`config.mk`:
```
export PLATFORM = sky130hd
export DESIGN_NAME = irs_dac_loader
export DESIGN_NICKNAME = d
export VERILOG_FILES = /design/src/rtl/irs_dac_loader.sv
export SDC_FILE = /design/constraint.sdc
export NUM_CORES = 1
export LEC_CHECK = 0
export BUFFER_PORTS_ARGS = -buffer_cell sky130_fd_sc_hd__buf_4
export CAP_MARGIN = 20
export CELL_PAD_IN_SITES_DETAIL_PLACEMENT = 1
export CELL_PAD_IN_SITES_GLOBAL_PLACEMENT = 1
export CORE_MARGIN = 3
export CORE_UTILIZATION = 33
export DETAILED_ROUTE_END_ITERATION = 10
export PLACE_DENSITY = 0.76
export SETUP_SLACK_MARGIN = 0.05
export SLEW_MARGIN = 20
export SYNTH_ARGS = -nofsm -noshare
export SYNTH_HDL_FRONTEND = slang
export SYNTH_SLANG_ARGS = --single-unit
```
`constraint.sdc`:
```
create_clock -name CLK -period 1.6 [get_ports CLK]
set_clock_uncertainty 0.15 [all_clocks]
set_input_delay 0 -clock CLK [delete_from_list [all_inputs] [get_ports CLK]]
set_output_delay 0 -clock CLK [all_outputs]
set_load 0.05 [all_outputs]
```
`src/rtl/irs_dac_loader.sv`:
```
// Serial loader for the IRS DAC/config chain: LOAD/BUSY/DONE handshake, MSB-first SCLK/SIN shift, PCLK commit.
// Optional IRS_DAC_READBACK_EN captures SHOUT into READBACK and flags MISMATCH against the previous pattern.
module irs_dac_loader #(
    parameter int NBITS        = 145,
    parameter int CLKDIV       = 256,
    parameter int REGCLR_TICKS = 2,
    parameter int PCLK_TICKS   = 2
) (
    input  logic             CLK,
    input  logic             RST,
    input  logic [NBITS-1:0] DATA,
    input  logic             CLEAR,
    input  logic             LOAD,
    output logic             BUSY,
    output logic             DONE,
    output logic             SCLK,
    output logic             SIN,
    input  logic             SHOUT,
    output logic             PCLK,
    output logic             REGCLR,
    output logic [NBITS-1:0] READBACK,
    output logic             MISMATCH
);
    localparam int DIV_W = $clog2(CLKDIV);
    localparam int BIT_W = $clog2(NBITS);
    localparam int TMAX  = (REGCLR_TICKS > PCLK_TICKS) ? REGCLR_TICKS : PCLK_TICKS;
    localparam int TCK_W = (TMAX > 1) ? $clog2(TMAX) : 1;

    typedef enum logic [2:0] {IDLE, CLR, SLO, SHI, LATCH} state_t;

    state_t           state_q, state_d;
    logic [DIV_W-1:0] div_q, div_d;
    logic [BIT_W-1:0] bit_q, bit_d;
    logic [TCK_W-1:0] tck_q, tck_d;
    logic [NBITS-1:0] sr_q, sr_d;
    logic             tick;
    logic busy_q, done_q, sclk_q, sin_q, pclk_q, regclr_q;
    logic busy_d, done_d, sclk_d, sin_d, pclk_d, regclr_d;

    assign tick = (div_q == DIV_W'(CLKDIV - 1));

    always_ff @(posedge CLK) begin
        if (RST) begin
            state_q  <= IDLE;
            div_q    <= '0;
            bit_q    <= '0;
            tck_q    <= '0;
            sr_q     <= '0;
            busy_q   <= 1'b0;
            done_q   <= 1'b0;
            sclk_q   <= 1'b0;
            sin_q    <= 1'b0;
            pclk_q   <= 1'b0;
            regclr_q <= 1'b0;
        end else begin
            state_q  <= state_d;
            div_q    <= div_d;
            bit_q    <= bit_d;
            tck_q    <= tck_d;
            sr_q     <= sr_d;
            busy_q   <= busy_d;
            done_q   <= done_d;
            sclk_q   <= sclk_d;
            sin_q    <= sin_d;
            pclk_q   <= pclk_d;
            regclr_q <= regclr_d;
        end
    end

    always_comb begin
        state_d = state_q;
        bit_d   = bit_q;
        tck_d   = tck_q;
        sr_d    = sr_q;
        div_d   = (state_q == IDLE || tick) ? '0 : div_q + 1'b1;
        case (state_q)
            IDLE: begin
                if (LOAD) begin
                    sr_d    = DATA;
                    bit_d   = '0;
                    tck_d   = '0;
                    state_d = CLEAR ? CLR : SLO;
                end
            end
            CLR: begin
                if (tick) begin
                    if (tck_q == TCK_W'(REGCLR_TICKS - 1)) begin
                        tck_d   = '0;
                        state_d = SLO;
                    end else begin
                        tck_d = tck_q + 1'b1;
                    end
                end
            end
            SLO: begin
                if (tick) state_d = SHI;
            end
            SHI: begin
                if (tick) begin
                    sr_d = {sr_q[NBITS-2:0], 1'b0};
                    if (bit_q == BIT_W'(NBITS - 1)) begin
                        state_d = LATCH;
                    end else begin
                        bit_d   = bit_q + 1'b1;
                        state_d = SLO;
                    end
                end
            end
            LATCH: begin
                if (tick) begin
                    if (tck_q == TCK_W'(PCLK_TICKS - 1)) begin
                        tck_d   = '0;
                        state_d = IDLE;
                    end else begin
                        tck_d = tck_q + 1'b1;
                    end
                end
            end
            default: state_d = IDLE;
        endcase
    end

    // Pins are decoded from the next state so each register flips together with the FSM.
    // BUSY uses the current state as well, so it rises one cycle after the accepting edge.
    always_comb begin
        busy_d   = (state_q != IDLE) && (state_d != IDLE);
        done_d   = (state_q == LATCH) && (state_d == IDLE);
        sclk_d   = (state_d == SHI);
        sin_d    = ((state_d == SLO) || (state_d == SHI)) ? sr_d[NBITS-1] : 1'b0;
        pclk_d   = (state_d == LATCH);
        regclr_d = (state_d == CLR);
    end

    assign BUSY   = busy_q;
    assign DONE   = done_q;
    assign SCLK   = sclk_q;
    assign SIN    = sin_q;
    assign PCLK   = pclk_q;
    assign REGCLR = regclr_q;

`ifdef IRS_DAC_READBACK_EN
    logic [NBITS-1:0] rb_q, last_q, data_q;
    logic             ref_valid_q, mismatch_q;

    // The reference is the pattern committed by the previous load, not the one just shifted.
    always_ff @(posedge CLK) begin
        if (RST) begin
            rb_q        <= '0;
            last_q      <= '0;
            data_q      <= '0;
            ref_valid_q <= 1'b0;
            mismatch_q  <= 1'b0;
        end else begin
            if (state_q == IDLE && LOAD) begin
                data_q     <= DATA;
                mismatch_q <= 1'b0;
            end
            if (state_q == SHI && tick) rb_q <= {rb_q[NBITS-2:0], SHOUT};
            if (done_d) begin
                last_q      <= data_q;
                ref_valid_q <= 1'b1;
                mismatch_q  <= ref_valid_q && (rb_q != last_q);
            end
        end
    end

    assign READBACK = rb_q;
    assign MISMATCH = mismatch_q;
`else
    logic unused_shout;
    assign unused_shout = SHOUT;
    assign READBACK     = '0;
    assign MISMATCH     = 1'b0;
`endif

endmodule
```
==> qor.yml <==
status: "complete, but fails checks"
violations: "setup timing"
die_h_um: 163.9
dieArea_um2: 26860
r2r_slack_ps: -340
ys_warn_count: 0
hold_viol: 0
min_path_type: "in -> reg"
p_leak_nw: 5.163
grt_pass1_wl_mm: 42.77
crit_fanout: 7
antenna_found_initial: 1
fin_setup_tns_ps: -35430
slew_violations: 0
final_area_um2: 12760
yosysTopAreaCell: "dfxtp_1"
end_kind: "flip-flop"
synth_cells: 928
startpoint_type: "flip-flop"
post-route-drc-count: 0
synthMostInstantiatedCell: "dfxtp_1"
fill_cells: 2716
powerDensity_nw_per_um2: 998.3
setup_slack_ps: -339.0
via_per_inst: 4.858
finalSetupViolations: 162
placed_cell_area_um2: 9641
synth_area_um2: 8225
track_usage_pct: 19.90
avgRoutedWirePerCell_um: 18.09
synth_flop_cell: "dfxtp_1"
period_share_pct: 121.2
drive_above_1_share_pct: 37.60
tritoncts: "done"
ys_top_cells_by_area: "dfxtp_1 42%, buf_4 15%, a22oi_1 11%"
synth_edf_count: 0
htreeDepth: 4
cts.clk_slew.worst_paths_ps: 70
clockBufferDepth: 2
seq_area_frac_synth_pct: 41.62
drt_first_iter_violations: 421
grt_pass1_vias: 8207
overflow: 0
placement_rows: 57
portBuffers: 154
grt_max_degree: 66
yosys.area.top_type_share_pct: 41.62
avgSynthCellArea_um2: 8.864
gp_congestion: 0.7382
p_total_w: 0.01273
wl_mm: 29.22
required_ps: 1800
syn2layout_area_growth_pct: 55.10
clock_latency_ps: 430
clock-sinks: 171
dr_total_vias: 7846
start_util_pct: 33.72
rsz0062_at_grt: "true"
synth_cell_types: 48
numCtsBuffers: 17
clockRootBuffer: "clkbuf_16"
dr.pass1.iters: 4
ios: 302
antenna_left: 0
fin_crit_ps: 1939
dp_hpwl_mm: 15.03
layoutNonFillerInstCount: 1615
async_flop_share_pct: 0
fmax_mhz: 515.7
core_um2: 24390
max_cap_viol_count: 0
path_class: "reg -> reg"
ys_ff_latch: 171
peakVddDrop_mv: 0.6602
crit_arrival_ps: 2140
place_inst: 1407
yosys-top-cells-count: "171 x dfxtp_1, 161 x buf_4, 153 x nand2_1"
final_nets: 1430
die_x_um: 163.9
## sequential cells by signal, indices dropped and copies added, names as in the netlist
| name | count |
|---|---|
| DONE | 1 |
| tck_q | 1 |
| PCLK | 1 |
| BUSY | 1 |
| div_q | 8 |
| bit_q | 8 |
| state_q | 3 |
| sr_q | 145 |
| SCLK | 1 |
| SIN | 1 |
| REGCLR | 1 |
## timing repair
| action | 4_1_cts | 5_1_grt |
|---|---|---|
| setup buffers | 5 | 9 |
| hold buffers | 148 | 0 |
| gates cloned | 6 | 7 |
| resized for setup | 71 | 106 |
| endpoints found under the setup margin | 162 | 167 |
| endpoints found under the hold margin | 150 | 0 |
| pin swaps | 49 | 62 |
## per-layer routing
layer,wire (um),GRT usage (%),part of all wire [%]
met5,0,0,0
met4,659,6.613,2.3
met3,1162,3.581,4.0
met2,15960,37.94,55
met1,11440,22.11,39
## final timing paths
path / startpoint / to / cells past startpoint
max: div_q[0]$_SDFF_PP0_ / sr_q[7]$_SDFFE_PP0P_ / 7
min: DATA[109] / sr_q[109]$_SDFFE_PP0P_ / 4
max reg2reg: div_q[0]$_SDFF_PP0_ / sr_q[7]$_SDFFE_PP0P_ / 7
min reg2reg: sr_q[62]$_SDFFE_PP0P_ / sr_q[62]$_SDFFE_PP0P_ / 2
## metrics by stage
stage / hold slack, ps / util, % / worst slack [ps]
finish: 223.4 / 52.30 / -339.0
global route: 240.0 / 52.30 / -388.9
CTS: 212.8 / 49.83 / -168.5
detailed placement: 122.5 / 39.53 / -223.1
global placement: 117.9 / 39.53 / -166.9
floorplan: -13.98 / - / -65.93
## cell usage in the layout, fill, tap and decap left out, types with 3 or more instances in the layout
master / n
a22oi_1: 113
xnor2_1: 7
clkbuf_16: 23
dlygate4sd3_1: 148
buf_6: 12
a21oi_2: 75
xor2_1: 7
buf_12: 16
conb_1: 146
nor2_1: 18
inv_1: 3
dfxtp_1: 163
dfxtp_2: 6
a22oi_2: 30
nand2_2: 45
and3_1: 3
a21oi_1: 79
nand2_4: 19
clkinvlp_4: 4
nand3_1: 8
buf_16: 8
buf_4: 208
nand2_1: 89
## power breakdown
group	switching [W]	internal (W)	total [W]
registers	0.000269	0.00461	0.00488
clock network	0.00186	0.00240	0.00427
logic	0.00213	0.00146	0.00359
## final cells by class
| cell class | count | area [um2] | share of cell area [%] |
|---|---|---|---|
| diodes | 1 | 2.502 | 0.01962 |
| inverters | 3 | 11.26 | 0.08827 |
| well taps | 324 | 405.4 | 3.178 |
| multi-input cells | 684 | 4407 | 34.54 |
| clock inverters | 12 | 137.6 | 1.079 |
| flip-flops and latches | 171 | 3438 | 26.95 |
| clock buffers | 20 | 456.7 | 3.580 |
| repair buffers | 400 | 3899 | 30.56 |
## worst max-delay path: stages (launching register included)
cell and delay (ps):
dfxtp_2 340, ha_4 160, and3_4 160, a31oi_4 390
buf_12 200, buf_16 140, nand2_1 60, a21oi_1 220
## cell families (layout without fill, tap and decap cells)
| logic type | after synthesis | count (layout) | synth area share (%) |
|---|---|---|---|
| simple gates | 212 | 212 | 11.82 |
| fa+ha+maj | 3 | 3 | 0.4564 |
| xor+xnor | 14 | 14 | 1.491 |
| other cells | 1 | 147 | 0.04559 |
| buf+inv | 218 | 435 | 18.41 |
| flops | 171 | 171 | 41.62 |
| compound gates | 309 | 309 | 26.16 |
Note: power is estimated with default switching activity, not from simulation.
